$ cat config.mk
export PLATFORM = sky130hd
export DESIGN_NAME = ccip_wr_completion_tracker
export DESIGN_NICKNAME = d
export VERILOG_FILES = /design/src/rtl/ccip_wr_completion_tracker.sv
export SDC_FILE = /design/constraint.sdc
export NUM_CORES = 1
export LEC_CHECK = 0
export ABC_AREA = 1
export CAP_MARGIN = 25
export CORE_MARGIN = 5
export CORE_UTILIZATION = 50
export DETAILED_ROUTE_END_ITERATION = 8
export PLACE_DENSITY_LB_ADDON = 0.25
export SETUP_SLACK_MARGIN = 0.3
export SYNTH_ARGS = -nofsm -noshare
export SYNTH_HDL_FRONTEND = slang
export SYNTH_SLANG_ARGS = --single-unit
export TNS_END_PERCENT = 20
$ cat constraint.sdc
create_clock -name clk -period 3.7 [get_ports clk]
set_clock_uncertainty 0.15 [all_clocks]
set_input_delay 0.74 -clock clk [delete_from_list [all_inputs] [get_ports clk]]
set_output_delay 0.74 -clock clk [all_outputs]
set_load 0.05 [all_outputs]
$ cat src/rtl/ccip_wr_completion_tracker.sv
// ccip_wr_completion_tracker
//   Watches the CCI-P c1 write path next to a write-issuing AFU stage. It counts
//   single-line write requests and (possibly packed) write responses, keeps an
//   outstanding-line count, gives the issuer a registered back-pressure hint,
//   pulses done once every expected line has been issued and acknowledged, and
//   latches a sticky error on underflow, over-issue or response timeout.
//
// Optional build macro: CCIP_WR_TRK_PERF_EN
//   When defined, run_cycles counts cycles spent in RUN/DRAIN for the last run.
//   When undefined, run_cycles is tied to zero and no counter exists.
//
// Ports:
//   clk              CCI-P primary clock (pClk)
//   reset            synchronous, active-high soft reset
//   start            arm pulse; honoured in IDLE, DONE or ERROR
//   expected_lines   lines to be written, sampled on an accepted start
//   wr_req_valid     one single-line c1 write request issued this cycle
//   wr_rsp_valid     c1 write response valid this cycle
//   wr_rsp_format    1 = packed response
//   wr_rsp_cl_num    packed response covers cl_num+1 lines
//   issue_ok         outstanding below MAX_OUTSTANDING and running
//   outstanding      lines issued but not yet acknowledged
//   req_count        lines issued since start (saturating)
//   rsp_count        lines acknowledged since start (saturating)
//   busy             RUN or DRAIN
//   done             one-cycle pulse on entry to DONE
//   error            sticky, high while in ERROR
//   err_code         0 none, 1 underflow, 2 over-issue, 3 timeout
//   run_cycles       RUN/DRAIN cycle count of the current/last run
module ccip_wr_completion_tracker #(
  parameter int MAX_OUTSTANDING = 64,
  parameter int CNT_W           = 16,
  parameter int TIMEOUT_CYCLES  = 4096
) (
  input  logic                               clk,
  input  logic                               reset,
  input  logic                               start,
  input  logic [CNT_W-1:0]                   expected_lines,
  input  logic                               wr_req_valid,
  input  logic                               wr_rsp_valid,
  input  logic                               wr_rsp_format,
  input  logic [1:0]                         wr_rsp_cl_num,
  output logic                               issue_ok,
  output logic [$clog2(MAX_OUTSTANDING):0]   outstanding,
  output logic [CNT_W-1:0]                   req_count,
  output logic [CNT_W-1:0]                   rsp_count,
  output logic                               busy,
  output logic                               done,
  output logic                               error,
  output logic [1:0]                         err_code,
  output logic [31:0]                        run_cycles
);

  localparam int OW = $clog2(MAX_OUTSTANDING) + 1;
  localparam int TW = $clog2(TIMEOUT_CYCLES + 1);
  localparam logic [OW-1:0] OUT_MAX   = OW'(MAX_OUTSTANDING);
  localparam logic [TW-1:0] TMO_LIMIT = TW'(TIMEOUT_CYCLES);

  localparam logic [2:0] S_IDLE  = 3'd0;
  localparam logic [2:0] S_RUN   = 3'd1;
  localparam logic [2:0] S_DRAIN = 3'd2;
  localparam logic [2:0] S_DONE  = 3'd3;
  localparam logic [2:0] S_ERROR = 3'd4;

  logic [2:0]       state_reg, state_next;
  logic [OW-1:0]    outstanding_reg, outstanding_next;
  logic [CNT_W-1:0] req_count_reg, req_count_next;
  logic [CNT_W-1:0] rsp_count_reg, rsp_count_next;
  logic [CNT_W-1:0] expected_reg, expected_next;
  logic [1:0]       err_code_reg, err_code_next;
  logic [TW-1:0]    tmo_reg, tmo_next;
  logic             issue_ok_reg, busy_reg, done_reg, error_reg;

  logic [2:0]       rsp_lines;
  logic [2:0]       credit;
  logic [OW:0]      avail;
  logic [OW:0]      out_upd;
  logic [CNT_W:0]   rsp_sum;
  logic [TW-1:0]    tmo_inc;
  logic             active, start_ok, underflow, over_issue, timeout;

  always_comb begin
    rsp_lines = wr_rsp_format ? ({1'b0, wr_rsp_cl_num} + 3'd1) : 3'd1;
    credit    = wr_rsp_valid ? rsp_lines : 3'd0;
    // Lines available to be acknowledged this cycle: a same-cycle request counts.
    avail     = {1'b0, outstanding_reg} + (OW+1)'(wr_req_valid);
    out_upd   = avail - (OW+1)'(credit);
    rsp_sum   = {1'b0, rsp_count_reg} + (CNT_W+1)'(credit);
    active    = (state_reg == S_RUN) || (state_reg == S_DRAIN);
    start_ok  = start && !active;
    // Compare at 32 bits so a 4-line credit is never truncated for tiny MAX_OUTSTANDING.
    underflow  = active && (32'(credit) > 32'(avail));
    over_issue = active && wr_req_valid &&
                 ((state_reg == S_DRAIN) || (outstanding_reg == OUT_MAX));
    // Idle timer only runs while lines are in flight and nothing comes back.
    tmo_inc    = (wr_rsp_valid || (outstanding_reg == '0)) ? '0 : tmo_reg + TW'(1);
    timeout    = active && (tmo_inc == TMO_LIMIT);

    state_next       = state_reg;
    outstanding_next = outstanding_reg;
    req_count_next   = req_count_reg;
    rsp_count_next   = rsp_count_reg;
    expected_next    = expected_reg;
    err_code_next    = err_code_reg;
    tmo_next         = tmo_reg;

    case (state_reg)
      S_RUN, S_DRAIN: begin
        // Lowest error code wins; the offending cycle's traffic is not counted.
        if (underflow) begin
          state_next       = S_ERROR;
          err_code_next    = 2'd1;
          outstanding_next = '0;
        end else if (over_issue) begin
          state_next    = S_ERROR;
          err_code_next = 2'd2;
        end else if (timeout) begin
          state_next    = S_ERROR;
          err_code_next = 2'd3;
        end else begin
          outstanding_next = out_upd[OW-1:0];
          if (wr_req_valid && (req_count_reg != '1))
            req_count_next = req_count_reg + CNT_W'(1);
          rsp_count_next = rsp_sum[CNT_W] ? '1 : rsp_sum[CNT_W-1:0];
          tmo_next       = tmo_inc;
          if ((state_reg == S_RUN) && (req_count_next == expected_reg))
            state_next = S_DRAIN;
          else if ((state_reg == S_DRAIN) && (out_upd == '0))
            state_next = S_DONE;
        end
      end
      default: begin
        // IDLE, DONE, ERROR (and any illegal encoding) accept start.
        if (start_ok) begin
          expected_next    = expected_lines;
          outstanding_next = '0;
          req_count_next   = '0;
          rsp_count_next   = '0;
          err_code_next    = 2'd0;
          tmo_next         = '0;
          state_next       = (expected_lines == '0) ? S_DONE : S_RUN;
        end else if ((state_reg != S_IDLE) && (state_reg != S_ERROR)) begin
          state_next = S_IDLE;
        end
      end
    endcase
  end

  always_ff @(posedge clk) begin
    if (reset) begin
      state_reg       <= S_IDLE;
      outstanding_reg <= '0;
      req_count_reg   <= '0;
      rsp_count_reg   <= '0;
      expected_reg    <= '0;
      err_code_reg    <= 2'd0;
      tmo_reg         <= '0;
      issue_ok_reg    <= 1'b0;
      busy_reg        <= 1'b0;
      done_reg        <= 1'b0;
      error_reg       <= 1'b0;
    end else begin
      state_reg       <= state_next;
      outstanding_reg <= outstanding_next;
      req_count_reg   <= req_count_next;
      rsp_count_reg   <= rsp_count_next;
      expected_reg    <= expected_next;
      err_code_reg    <= err_code_next;
      tmo_reg         <= tmo_next;
      // Status flags are registered from the next-state values so they line up
      // with the counters they describe.
      issue_ok_reg    <= (state_next == S_RUN) && (outstanding_next < OUT_MAX);
      busy_reg        <= (state_next == S_RUN) || (state_next == S_DRAIN);
      done_reg        <= (state_next == S_DONE);
      error_reg       <= (state_next == S_ERROR);
    end
  end

`ifdef CCIP_WR_TRK_PERF_EN
  logic [31:0] run_cycles_reg;

  always_ff @(posedge clk) begin
    if (reset)
      run_cycles_reg <= '0;
    else if (start_ok)
      run_cycles_reg <= '0;
    else if (active && (run_cycles_reg != '1))
      run_cycles_reg <= run_cycles_reg + 32'd1;
  end

  assign run_cycles = run_cycles_reg;
`else
  assign run_cycles = '0;
`endif

  assign issue_ok    = issue_ok_reg;
  assign outstanding = outstanding_reg;
  assign req_count   = req_count_reg;
  assign rsp_count   = rsp_count_reg;
  assign busy        = busy_reg;
  assign done        = done_reg;
  assign error       = error_reg;
  assign err_code    = err_code_reg;

endmodule
* Yosys cells after proc, flatten, opt, wreduce, memory -nomap -nowiden
Index checks and enable logic that the tools add are counted.
Cells by class: add/sub/neg operators 6, $mul 0, div/mod/pow operators 0, $lt $le $gt $ge 2, equality and inequality tests 15, shifts and indexed selects 0, multiplexer cells 42, bitwise gates (word level) 1, reduce and logical (&&, ||, !) cells 24
Operators with widths (number):
- two-way mux 16 bit | 15
- two-way mux 13 bit | 6
- two-way mux 7 bit | 5
- two-way mux 3 bit | 10
- adder 16 x 3 -> 17 bit | 1
- adder 16 x 1 -> 16 bit (second input constant) | 1
- == test 16 bit | 1
- zero test 16 bit | 1
- != test 16 bit (second input constant) | 1
- adder 13 x 1 -> 13 bit (second input constant) | 1
- == test 13 bit (second input constant) | 1
- two-way mux 2 bit | 6
- logical AND 1 bit | 10
- == test 3 x 2 -> 1 bit (second input constant) | 3
- adder 7 x 1 -> 8 bit | 1
- > comparator 3 x 8 -> 1 bit | 1
- zero test 8 bit | 1
- subtractor 8 x 3 -> 8 bit | 1
- == test 7 bit (second input constant) | 1
- zero test 7 bit | 1
- < comparator 7 bit (second input constant) | 1
- == test 3 x 1 -> 1 bit (second input constant) | 2
- != test 2 bit (second input constant) | 3
- logical OR 1 bit | 4
- other kinds (11) | 12
Word-level totals: bits in registers 77, bits in latches 0, bits in writable memories 0, ROM bits 0, input port bits 24, logic and storage cells 101, memories 0

* Longest topological paths before layout
Gate-level depths: netlist (run 1).
depth in word-level cells 18, gate-level depth with buffers 22, depth with buffers taken out 22

* Worst setup path before layout (run 1)
No wires, ideal clock.
path kind input to register, start in wr_req_valid, end reg req_count_reg[0], in the netlist req_count[0], setup time 0.071 ns, data arrival time 3.179 ns, required time 3.479 ns, setup slack 0.300 ns, stages on the path 18, buffers on the path 1, cells stage by stage ha_1 -> ha_1 -> fa_1 -> nand2_1 -> inv_1 -> nor2_1 -> nand3_1 -> nor2_1 -> nand3_1 -> or2_1 -> nand2_1 -> nor2_2 -> nand2_2 -> inv_4 -> nor2_8 -> buf_6 -> nand2_1 -> a21oi_1
Between the ends: word-level cells in the longest chain between the ends 10, elaborated cells on any way between the ends 18, classes of those cells add/sub (1); order compare (1); eq/ne (2); mux (9); reduce/logical (5)
Ends and longest elaborated chain:
- start: declaration | line 39 | input logic wr_req_valid,
- parallel branches: the longest is 10 deep, another holds adder 7 x 1 -> 8 bit
- end signal: assignment | line 165 | req_count_reg <= req_count_next;
- end: declaration | line 67 | logic [CNT_W-1:0] req_count_reg, req_count_next;
Several ways; the timed one is not identified. The select of a mux whose other input is x is not followed. A chain may end at the register's enable or synchronous reset.

* Worst setup path in the final report (run 1)
start in wr_rsp_cl_num[1], end reg req_count_reg[11], in the netlist req_count[11]
Between the ends: word-level cells in the longest chain between the ends 7
Ends and longest elaborated chain:
- start: declaration | line 42 | input logic [1:0] wr_rsp_cl_num,
- adder 2 x 1 -> 3 bit | line 83 | rsp_lines = wr_rsp_format ? ({1'b0, wr_rsp_cl_num} + 3'd1) : 3'd1;
- two-way mux 3 bit | line 83
- two-way mux 3 bit | line 84 | credit = wr_rsp_valid ? rsp_lines : 3'd0;
- > comparator 3 x 8 -> 1 bit | line 92 | underflow = active && (32'(credit) > 32'(avail));
- logical AND 1 bit | line 92
- != test 2 bit (no line)
- AND reduction 4 bit (no line)
Every way passes these cells.

==> summary.txt, run 1 <==
met2 wire len -> 6350 um
number of H-tree levels -> 3
total power -> 2.25 mW
static leakage -> 2.77 nW
Max Used Layer -> met4
initial antenna violation count -> 0
Clk pin slew, worst setup/hold paths -> 0.09 ns
number of remaining DRC errors -> 0
Cell Pwr Density -> 336 nW/um2
FF-to-FF Start -> outstanding[0]$_SDFFE_PP0P_
pin count of the biggest net entering global routing -> 42
Pre-antenna DRT Iters -> 6
Crit Path Category -> input pin to flop
Reg area -> 1540 um2
Detail Route Antenna Nets -> 0
sequential power share -> 39.2%
Logic pwr share -> 25.2%
total gr overflow -> 0
RePlAce Congestion -> 0.887
Avg Inst Size Synth -> 6.27 um2
CP Launch Type -> input pin
vias -> 5467
Worst-Margin Slew -> 0.728 ns
fin crit share -> 88.7%
share of layout cells above drive strength 1 -> 12.7%
Hold WS -> 0.319 ns
WP data required -> 3.85 ns
M1 wire length -> 6250 um
multi-input logic area -> 3200 um2
chip height -> 112 um
synth unique cells -> 35
Yosys warnings -> 0
die area -> 12600 um2
total CTS buffers -> 9
Seq cells post-synth -> 77
Boundary Pins -> 101
leading area contributor after synthesis -> dfxtp_1
Synth Area in Simple Gates -> 37.7%
Net Sw Frac -> 32.5%
commonest non-fill, non-tap cell in the layout -> nand2_1
Max-Cap Viols -> 0
min-delay worst type -> flop to flop
initial drt markers -> 267
Antenna diodes -> 0
Final Hold Fails -> 0
vias in the first global route -> 4998
Nets -> 980
Clock Path Buffers -> 2
DP HPWL -> 10100 um
min-delay src -> err_code[1]$_SDFFE_PP0P_
Seq/Total Area, Yosys -> 29.4%
Chip Width -> 112 um
main combinational cell family by area after synthesis -> simple AND/OR/NAND/NOR gates
Net Sw Power -> 731 uW
post-synthesis cell area -> 5240 um2
first-pass GRT wire length -> 22900 um
VDD IR max -> 0.000231 V
status -> finished clean
most frequent cells in the layout -> 245 x nand2_1, 80 x inv_1, 79 x nand3_1
Post-Synth XOR/XNOR Area -> 4.18%
fmax -> 305 MHz
max_slew headroom -> 51.4%
Adder-Cell Fraction of Synth Area -> 3.39%
Clock Tree Root -> clkbuf_8
Cells after Synth -> 836
Critical Path Sink Type -> flop
via/cell ratio -> 5.04
Area Overhead vs Synth -> 28.0%
Final Max Tran Viols -> 0
clock sink total -> 77
CTS tree -> built
routed wire length -> 13800 um
RSZ-0062 raised after global routing -> true
starting density of the core -> 51.0%
site row count -> 37
Crit Path Max Fanout -> 8
final setup fails -> 0
Period minus WS final -> 3.28 ns
Compound-Gate Fraction of Synth Area -> 11.2%
met3 wire len -> 956 um
Filler Cell Count -> 946
Clk Latency, worst-skew pair -> 0.37 ns
GRT Util Overall -> 21.7%
hold buffers post-CTS -> 0
I/O Buffers -> 68
CP Data Arrival Time -> 3.43 ns
Internal -> 1.52 mW
Synth top area share -> 29.4%
Critical Path Source -> wr_rsp_cl_num[1]
mux contribution to synthesized area -> 0%
Core Area -> 10300 um2
most area-consuming cells after synthesis -> dfxtp_1 29%, nand2_1 18%, nand3_1 7.9%
wire per inst -> 12.8 um
clock share of power -> 35.6%
==> power groups by stage <==
stage | clock (mW) | sequential, mW | combinational [mW]
after floorplan | 0 | 0.940 | 0.333
after global placement | 0 | 0.901 | 0.496
after detailed placement | 0 | 0.901 | 0.500
after CTS | 0.810 | 0.882 | 0.553
after global routing | 0.846 | 0.888 | 0.612
final | 0.801 | 0.883 | 0.566
==> cells in the mapped netlist <==
master / instances
nand2_1: 251
inv_1: 84
nand3_1: 83
nor2_1: 79
dfxtp_1: 77
a21oi_1: 72
o21ai_0: 36
buf_4: 32
nand4_1: 17
xor2_1: 17
clkbuf_1: 11
ha_1: 11
buf_6: 8
xnor2_1: 8
buf_2: 6
nor3_1: 6
nor4_1: 5
or2_1: 5
nor2_2: 4
inv_2: 3
a31oi_1: 2
fa_1: 2
nand2_2: 2
nor3_2: 2
o211ai_1: 2
o21ai_1: 2
and2_1: 1
and3_1: 1
conb_1: 1
inv_4: 1
nand2_4: 1
nor2_8: 1
nor3_4: 1
o21ai_2: 1
or2_2: 1
==> critical path, stage by stage <==
cell and delay [ns]:
dlygate4sd2_1 0.23, ha_1 0.28, nand3_2 0.12, fa_2 0.39
nand2_2 0.08, inv_2 0.03, nor2_2 0.10, nand3_2 0.12
nor2_4 0.12, nand3_2 0.09, or2_1 0.24, nand2_2 0.09
nor2_4 0.04, nand2_2 0.09, inv_4 0.05, nor2_8 0.11
buf_12 0.13, buf_6 0.10, buf_12 0.11, nand2_1 0.06
a21oi_2 0.11
==> worst paths after layout <==
check / end / slack (ns) / cells past startpoint
min: err_code[1]$_SDFFE_PP0P_ / 0.32 / 2
min reg2reg: err_code[1]$_SDFFE_PP0P_ / 0.32 / 2
max reg2reg: req_count[11]$_SDFFE_PP0P_ / 0.55 / 22
max: req_count[11]$_SDFFE_PP0P_ / 0.42 / 21
==> kinds of logic after synthesis <==
kind of cell             after synthesis
AND/OR/NAND/NOR                      460
buffers and inverters                145
AO/OA/AOI/OAI                        115
flip-flops                            77
XOR/XNOR                              25
adder cells (fa/ha/maj)               13
other                                  1
==> stage by stage <==
stage	instance area [um2]	TNS, ns	utilization, %	setup slack, ns	cells
2_1_floorplan	5360	0	-	0.300	867
3_3_place_gp	6160	-11.16	59.9	-0.225	1053
3_5_place_dp	6160	-17.18	59.9	-0.332	1053
4_1_cts	6620	0	64.5	0.304	1083
5_1_grt	6710	0	65.2	0.270	1084
6_report	6710	0	65.2	0.416	1084
==> final cells by class <==
cell class / count / share of cell area, %
multi-input combinational: 645 / 47.8
clock inverter: 7 / 1.85
timing repair buffer: 122 / 18.0
clock buffer: 9 / 1.85
inverter: 88 / 4.96
tap: 136 / 2.54
sequential: 77 / 23.0
==> routing by layer <==
metal | vias up | GRT usage, %
met5 | - | 0
met4 | 0 | 6.65
met3 | 25 | 4.80
met2 | 172 | 36.2
met1 | 2426 | 27.9
li1 | 2844 | -
==> timing repair <==
item                       in CTS  in global routing
pin swaps                      15                 17
gates resized for setup        23                 27
gates cloned                    2                  0
setup endpoints to repair      59                 60
buffers inserted               12                  1
No activity file was read; power rests on OpenSTA's default activity.
==> run 2: changes to the inputs <==
--- a/config.mk
+++ b/config.mk
@@ -8,7 +8,8 @@
 export ABC_AREA = 1
 export CAP_MARGIN = 25
 export CORE_MARGIN = 5
-export CORE_UTILIZATION = 50
+export CORE_UTILIZATION = 40
+export CTS_BUF_LIST = sky130_fd_sc_hd__clkbuf_8
 export DETAILED_ROUTE_END_ITERATION = 8
 export PLACE_DENSITY_LB_ADDON = 0.25
 export SETUP_SLACK_MARGIN = 0.3
==> summary.txt, run 2 (synthesized netlist as in run 1, its figures left out) <==
wire per inst -> 12.6 um
Clk pin slew, worst setup/hold paths -> 0.08 ns
Hold WS -> 0.314 ns
Worst-Margin Slew -> 0.684 ns
fmax -> 312 MHz
Final Max Tran Viols -> 0
number of remaining DRC errors -> 0
commonest non-fill, non-tap cell in the layout -> nand2_1
Antenna diodes -> 0
max_slew headroom -> 54.4%
initial antenna violation count -> 0
Finished Layout Cells -> 1117
CTS tree -> built
initial drt markers -> 308
CP Data Arrival Time -> 3.34 ns
final setup fails -> 0
Clock Path Buffers -> 2
number of H-tree levels -> 3
Core Area -> 12700 um2
Period minus WS final -> 3.21 ns
Crit Path Category -> input pin to flop
via/cell ratio -> 4.87
Cell Pwr Density -> 325 nW/um2
WP data required -> 3.83 ns
RSZ-0062 raised after global routing -> true
Max-Cap Viols -> 0
routed wire length -> 14100 um
min-delay worst type -> flop to flop
starting density of the core -> 41.2%
Detail Route Antenna Nets -> 0
Chip Width -> 124 um
CP Launch Type -> input pin
most frequent cells in the layout -> 247 x nand2_1, 82 x nand3_1, 81 x inv_1
Pre-antenna DRT Iters -> 6
RePlAce Congestion -> 0.882
vias in the first global route -> 4977
static leakage -> 2.75 nW
site row count -> 41
I/O Buffers -> 68
fin crit share -> 86.7%
Area Overhead vs Synth -> 27.1%
Clock Tree Root -> clkbuf_8
total gr overflow -> 0
placed cell count -> 1087
chip height -> 124 um
DP HPWL -> 10400 um
Final Hold Fails -> 0
Clk Latency, worst-skew pair -> 0.36 ns
Crit Path Max Fanout -> 8
total CTS buffers -> 9
VDD IR max -> 0.000182 V
status -> finished clean
Boundary Pins -> 101
pin count of the biggest net entering global routing -> 59
Critical Path Sink Type -> flop
Filler Cell Count -> 1338
vias -> 5439
share of layout cells above drive strength 1 -> 11.9%
first-pass GRT wire length -> 23600 um
GRT Util Overall -> 17.9%
Nets -> 977
clock sink total -> 77
die area -> 15500 um2
hold buffers post-CTS -> 0
[run 2: changes by cell type in the layout (fill, tap and decap cells not counted), moves of 3 or more]
cell / change
clkbuf_2: +4
nand3_2: -4
a21oi_1: +3
a21oi_2: -3
nand2_2: -3
nand3_1: +3
[run 2: final timing paths]
path	start	endpoint	slack, ns	cells past startpoint
worst max-delay path	wr_req_valid	rsp_count[8]$_SDFFE_PP0P_	0.49	23
worst min-delay path	err_code[1]$_SDFFE_PP0P_	err_code[1]$_SDFFE_PP0P_	0.31	2
worst max register to register	outstanding[0]$_SDFFE_PP0P_	rsp_count[8]$_SDFFE_PP0P_	0.55	22
worst min register to register	err_code[1]$_SDFFE_PP0P_	err_code[1]$_SDFFE_PP0P_	0.31	2
[run 2: worst max-delay path: stages]
cell	delay, ns
buf_2	0.12
ha_4	0.21
inv_2	0.04
ha_2	0.16
inv_2	0.04
fa_2	0.33
nand2_1	0.07
inv_1	0.04
nor2_1	0.08
nand3_1	0.12
nor2_2	0.12
nand3_1	0.10
or2_1	0.24
nand2_2	0.09
nor2_4	0.05
nand2_2	0.09
inv_4	0.05
nor2_8	0.12
buf_12	0.13
buf_12	0.10
buf_12	0.11
nand2_1	0.05
a21oi_1	0.14
[run 2: repair_timing]
| item | in CTS | in global routing |
|---|---|---|
| cloned | 2 | 0 |
| pin swaps | 14 | 13 |
| endpoints found under the setup margin | 59 | 60 |
| buffers inserted | 8 | 4 |
| resized for setup | 21 | 23 |
| endpoints found under the hold margin | 0 | 0 |
[run 2: stage by stage]
stage	power (mW)	area, um2	util (%)	setup WS, ns	TNS [ns]
after floorplan	1.27	5360	-	0.300	0
after global placement	1.40	6170	48.5	-0.258	-13.39
after CTS	2.16	6610	51.9	0.315	0
final	2.17	6660	52.3	0.490	0
after global routing	2.27	6660	52.3	0.280	0
after detailed placement	1.40	6170	48.5	-0.302	-14.81
[run 2: metal layers]
| metal | part of all wire [%] | wire length (um) | vias up | global-route usage, % |
|---|---|---|---|---|
| li1 | - | - | 2836 | - |
| met1 | 46 | 6510 | 2428 | 23.8 |
| met2 | 45 | 6420 | 154 | 29.4 |
| met3 | 6.8 | 965 | 21 | 3.47 |
| met4 | 1.6 | 223 | 0 | 5.48 |
| met5 | 0 | 0 | - | 0 |
[run 2: cell type report]
type	instances	area (um2)	share of cell area [%]
clock buffers	9	124	1.86
clock inverters	7	91.3	1.37
inverters	88	333	5.00
multi-input cells	645	3190	47.9
flip-flops and latches	77	1540	23.1
well taps	172	215	3.23
repair buffers	119	1170	17.5
[run 2: report_power, final]
part	internal [mW]	total, mW	switching (mW)
sequential	0.858	0.883	0.0257
combinational	0.210	0.559	0.350
clock	0.378	0.722	0.344
==> run 3: changes to the inputs <==
--- a/config.mk
+++ b/config.mk
@@ -12,7 +12,7 @@
 export CTS_BUF_LIST = sky130_fd_sc_hd__clkbuf_8
 export DETAILED_ROUTE_END_ITERATION = 8
 export PLACE_DENSITY_LB_ADDON = 0.25
-export SETUP_SLACK_MARGIN = 0.3
+export SETUP_SLACK_MARGIN = 0.4
 export SYNTH_ARGS = -nofsm -noshare
 export SYNTH_HDL_FRONTEND = slang
 export SYNTH_SLANG_ARGS = --single-unit
==> constraint.sdc (replaced) <==
create_clock -name clk -period 3.7 [get_ports clk]
set_clock_uncertainty 0.15 [all_clocks]
set_input_delay 0.555 -clock clk [delete_from_list [all_inputs] [get_ports clk]]
set_output_delay 0.555 -clock clk [all_outputs]
set_load 0.05 [all_outputs]
==> summary.txt, run 3 (synthesized netlist as in run 1, its figures left out) <==
status -> finished clean
Filler Cell Count -> 1324
Slowest cell on crit path -> fa_2
CP Data Arrival Time -> 3.24 ns
DP HPWL -> 10300 um
die area -> 15500 um2
Period minus WS final -> 3.09 ns
CP Launch Type -> input pin
static leakage -> 2.68 nW
sequential power share -> 41.4%
Pre-antenna DRT Iters -> 5
delay-heaviest family, CP -> simple AND/OR/NAND/NOR gates
Max-Cap Viols -> 0
hold path cells -> 2
Clock Tree Root -> clkbuf_8
Final Max Tran Viols -> 0
CP bufs+invs -> 6
commonest non-fill, non-tap cell in the layout -> nand2_1
vias in the first global route -> 4864
via/cell ratio -> 4.84
Hold WS -> 0.313 ns
routed wire length -> 14000 um
Post-Place Cell Area -> 6110 um2
Boundary Pins -> 101
fmax -> 323 MHz
clock share of power -> 33.5%
Final WS setup -> 0.607 ns
Crit Path Category -> input pin to flop
vias -> 5334
number of remaining DRC errors -> 0
Clock Path Buffers -> 2
min-delay worst type -> flop to flop
CP max stage delay -> 0.38 ns
Critical Path Sink Type -> flop
share of layout cells above drive strength 1 -> 10.2%
WP data required -> 3.85 ns
initial drt markers -> 297
Reg area -> 1550 um2
pin count of the biggest net entering global routing -> 59
Internal -> 1.42 mW
Logic pwr share -> 25.1%
most frequent cells in the layout -> 250 x nand2_1, 83 x inv_1, 82 x nand3_1
fin crit share -> 83.6%
final std cell area, no fill -> 6570 um2
Clk Latency, worst-skew pair -> 0.37 ns
Clk pin slew, worst setup/hold paths -> 0.08 ns
RePlAce Congestion -> 0.860
number of H-tree levels -> 3
Chip Width -> 124 um
initial antenna violation count -> 0
site row count -> 41
Core Area -> 12700 um2
Worst path depth -> 21
I/O Buffers -> 68
VDD IR max -> 0.000181 V
Worst-Margin Slew -> 0.700 ns
Cell Pwr Density -> 325 nW/um2
final setup fails -> 0
worst slack at placement -> -0.110 ns
wire per inst -> 12.7 um
multi-input logic area -> 3200 um2
Antenna diodes -> 0
Crit Path Max Fanout -> 8
r2r worst-path depth -> 21
max_slew headroom -> 53.3%
clock sink total -> 77
Nets -> 963
CTS tree -> built
worst-path cell chain -> clkdlybuf4s15_1 > a21oi_2 > ha_2 > inv_2 > fa_2 > nand2_1 > inv_1 > nor2_1 > nand3_1 > nor2_2 > nand3_1 > or2_1 > nand2_2 > nor2_4 > nand2_4 > inv_8 > nor2_8 > buf_12 > clkbuf_16 > nand2_1 > a21oi_1
chip height -> 124 um
Net Sw Frac -> 33.4%
total CTS buffers -> 9
GRT Util Overall -> 17.7%
total gr overflow -> 0
first-pass GRT wire length -> 23100 um
RSZ-0062 raised after global routing -> false
starting density of the core -> 41.2%
final core occ -> 51.6%
setup TNS -> 0 ns
Area Overhead vs Synth -> 25.4%
Detail Route Antenna Nets -> 0
Net Sw Power -> 714 uW
Final Hold Fails -> 0
run 3: worst paths after layout:
kind,start,end,slack [ns]
max,wr_rsp_cl_num[0],rsp_count[1]$_SDFFE_PP0P_,0.61
min reg2reg,err_code[1]$_SDFFE_PP0P_,err_code[1]$_SDFFE_PP0P_,0.31
max reg2reg,outstanding[0]$_SDFFE_PP0P_,rsp_count[1]$_SDFFE_PP0P_,0.61
min,err_code[1]$_SDFFE_PP0P_,err_code[1]$_SDFFE_PP0P_,0.31
run 3: final cells by class:
| type | instances | area share, % |
|---|---|---|
| clock inverters | 7 | 1.39 |
| multi-input cells | 645 | 48.6 |
| flip-flops and latches | 77 | 23.5 |
| inverters | 88 | 5.14 |
| clock buffers | 9 | 1.89 |
| repair buffers | 105 | 16.1 |
| well taps | 172 | 3.28 |
run 3: worst register-to-register path: stages (launching register included):
cell and delay (ns):
dfxtp_4 0.37, ha_4 0.21, inv_1 0.05, ha_2 0.16, inv_2 0.04, fa_2 0.38, nand2_1 0.06, inv_1 0.03
nor2_1 0.09, nand3_1 0.13, nor2_2 0.13, nand3_1 0.10, or2_1 0.25, nand2_2 0.09, nor2_4 0.05, nand2_4 0.10
inv_8 0.05, nor2_8 0.12, buf_12 0.14, clkbuf_16 0.14, nand2_1 0.05, a21oi_1 0.13
run 3: power groups by stage:
stage	sequential (mW)	clock, mW	combinational [mW]
final	0.884	0.716	0.535
after global routing	0.888	0.774	0.586
after CTS	0.884	0.736	0.515
after detailed placement	0.903	0	0.487
after global placement	0.903	0	0.487
after floorplan	0.940	0	0.333
run 3: metal layers:
metal  up-vias  global-route usage (%)  share of wire [%]
met2       142                    28.0                 45
li1       2805                       -                  -
met5         -                       0                  0
met3        17                    3.82                6.3
met4         0                    6.32                1.8
met1      2370                    23.8                 47
run 3: stage by stage:
stage / total power, mW / std cells
after global routing: 2.25 / 1103
after global placement: 1.39 / 1079
after detailed placement: 1.39 / 1079
after floorplan: 1.27 / 867
final: 2.14 / 1103
after CTS: 2.13 / 1099
run 3: timing repair:
item | CTS | global route
endpoints found under the hold margin | 0 | 0
endpoints found under the setup margin | 51 | 58
resized for setup | 10 | 33
hold buffers | 0 | 0
setup buffers | 3 | 3
cloned | 1 | 1
pin swaps | 6 | 12
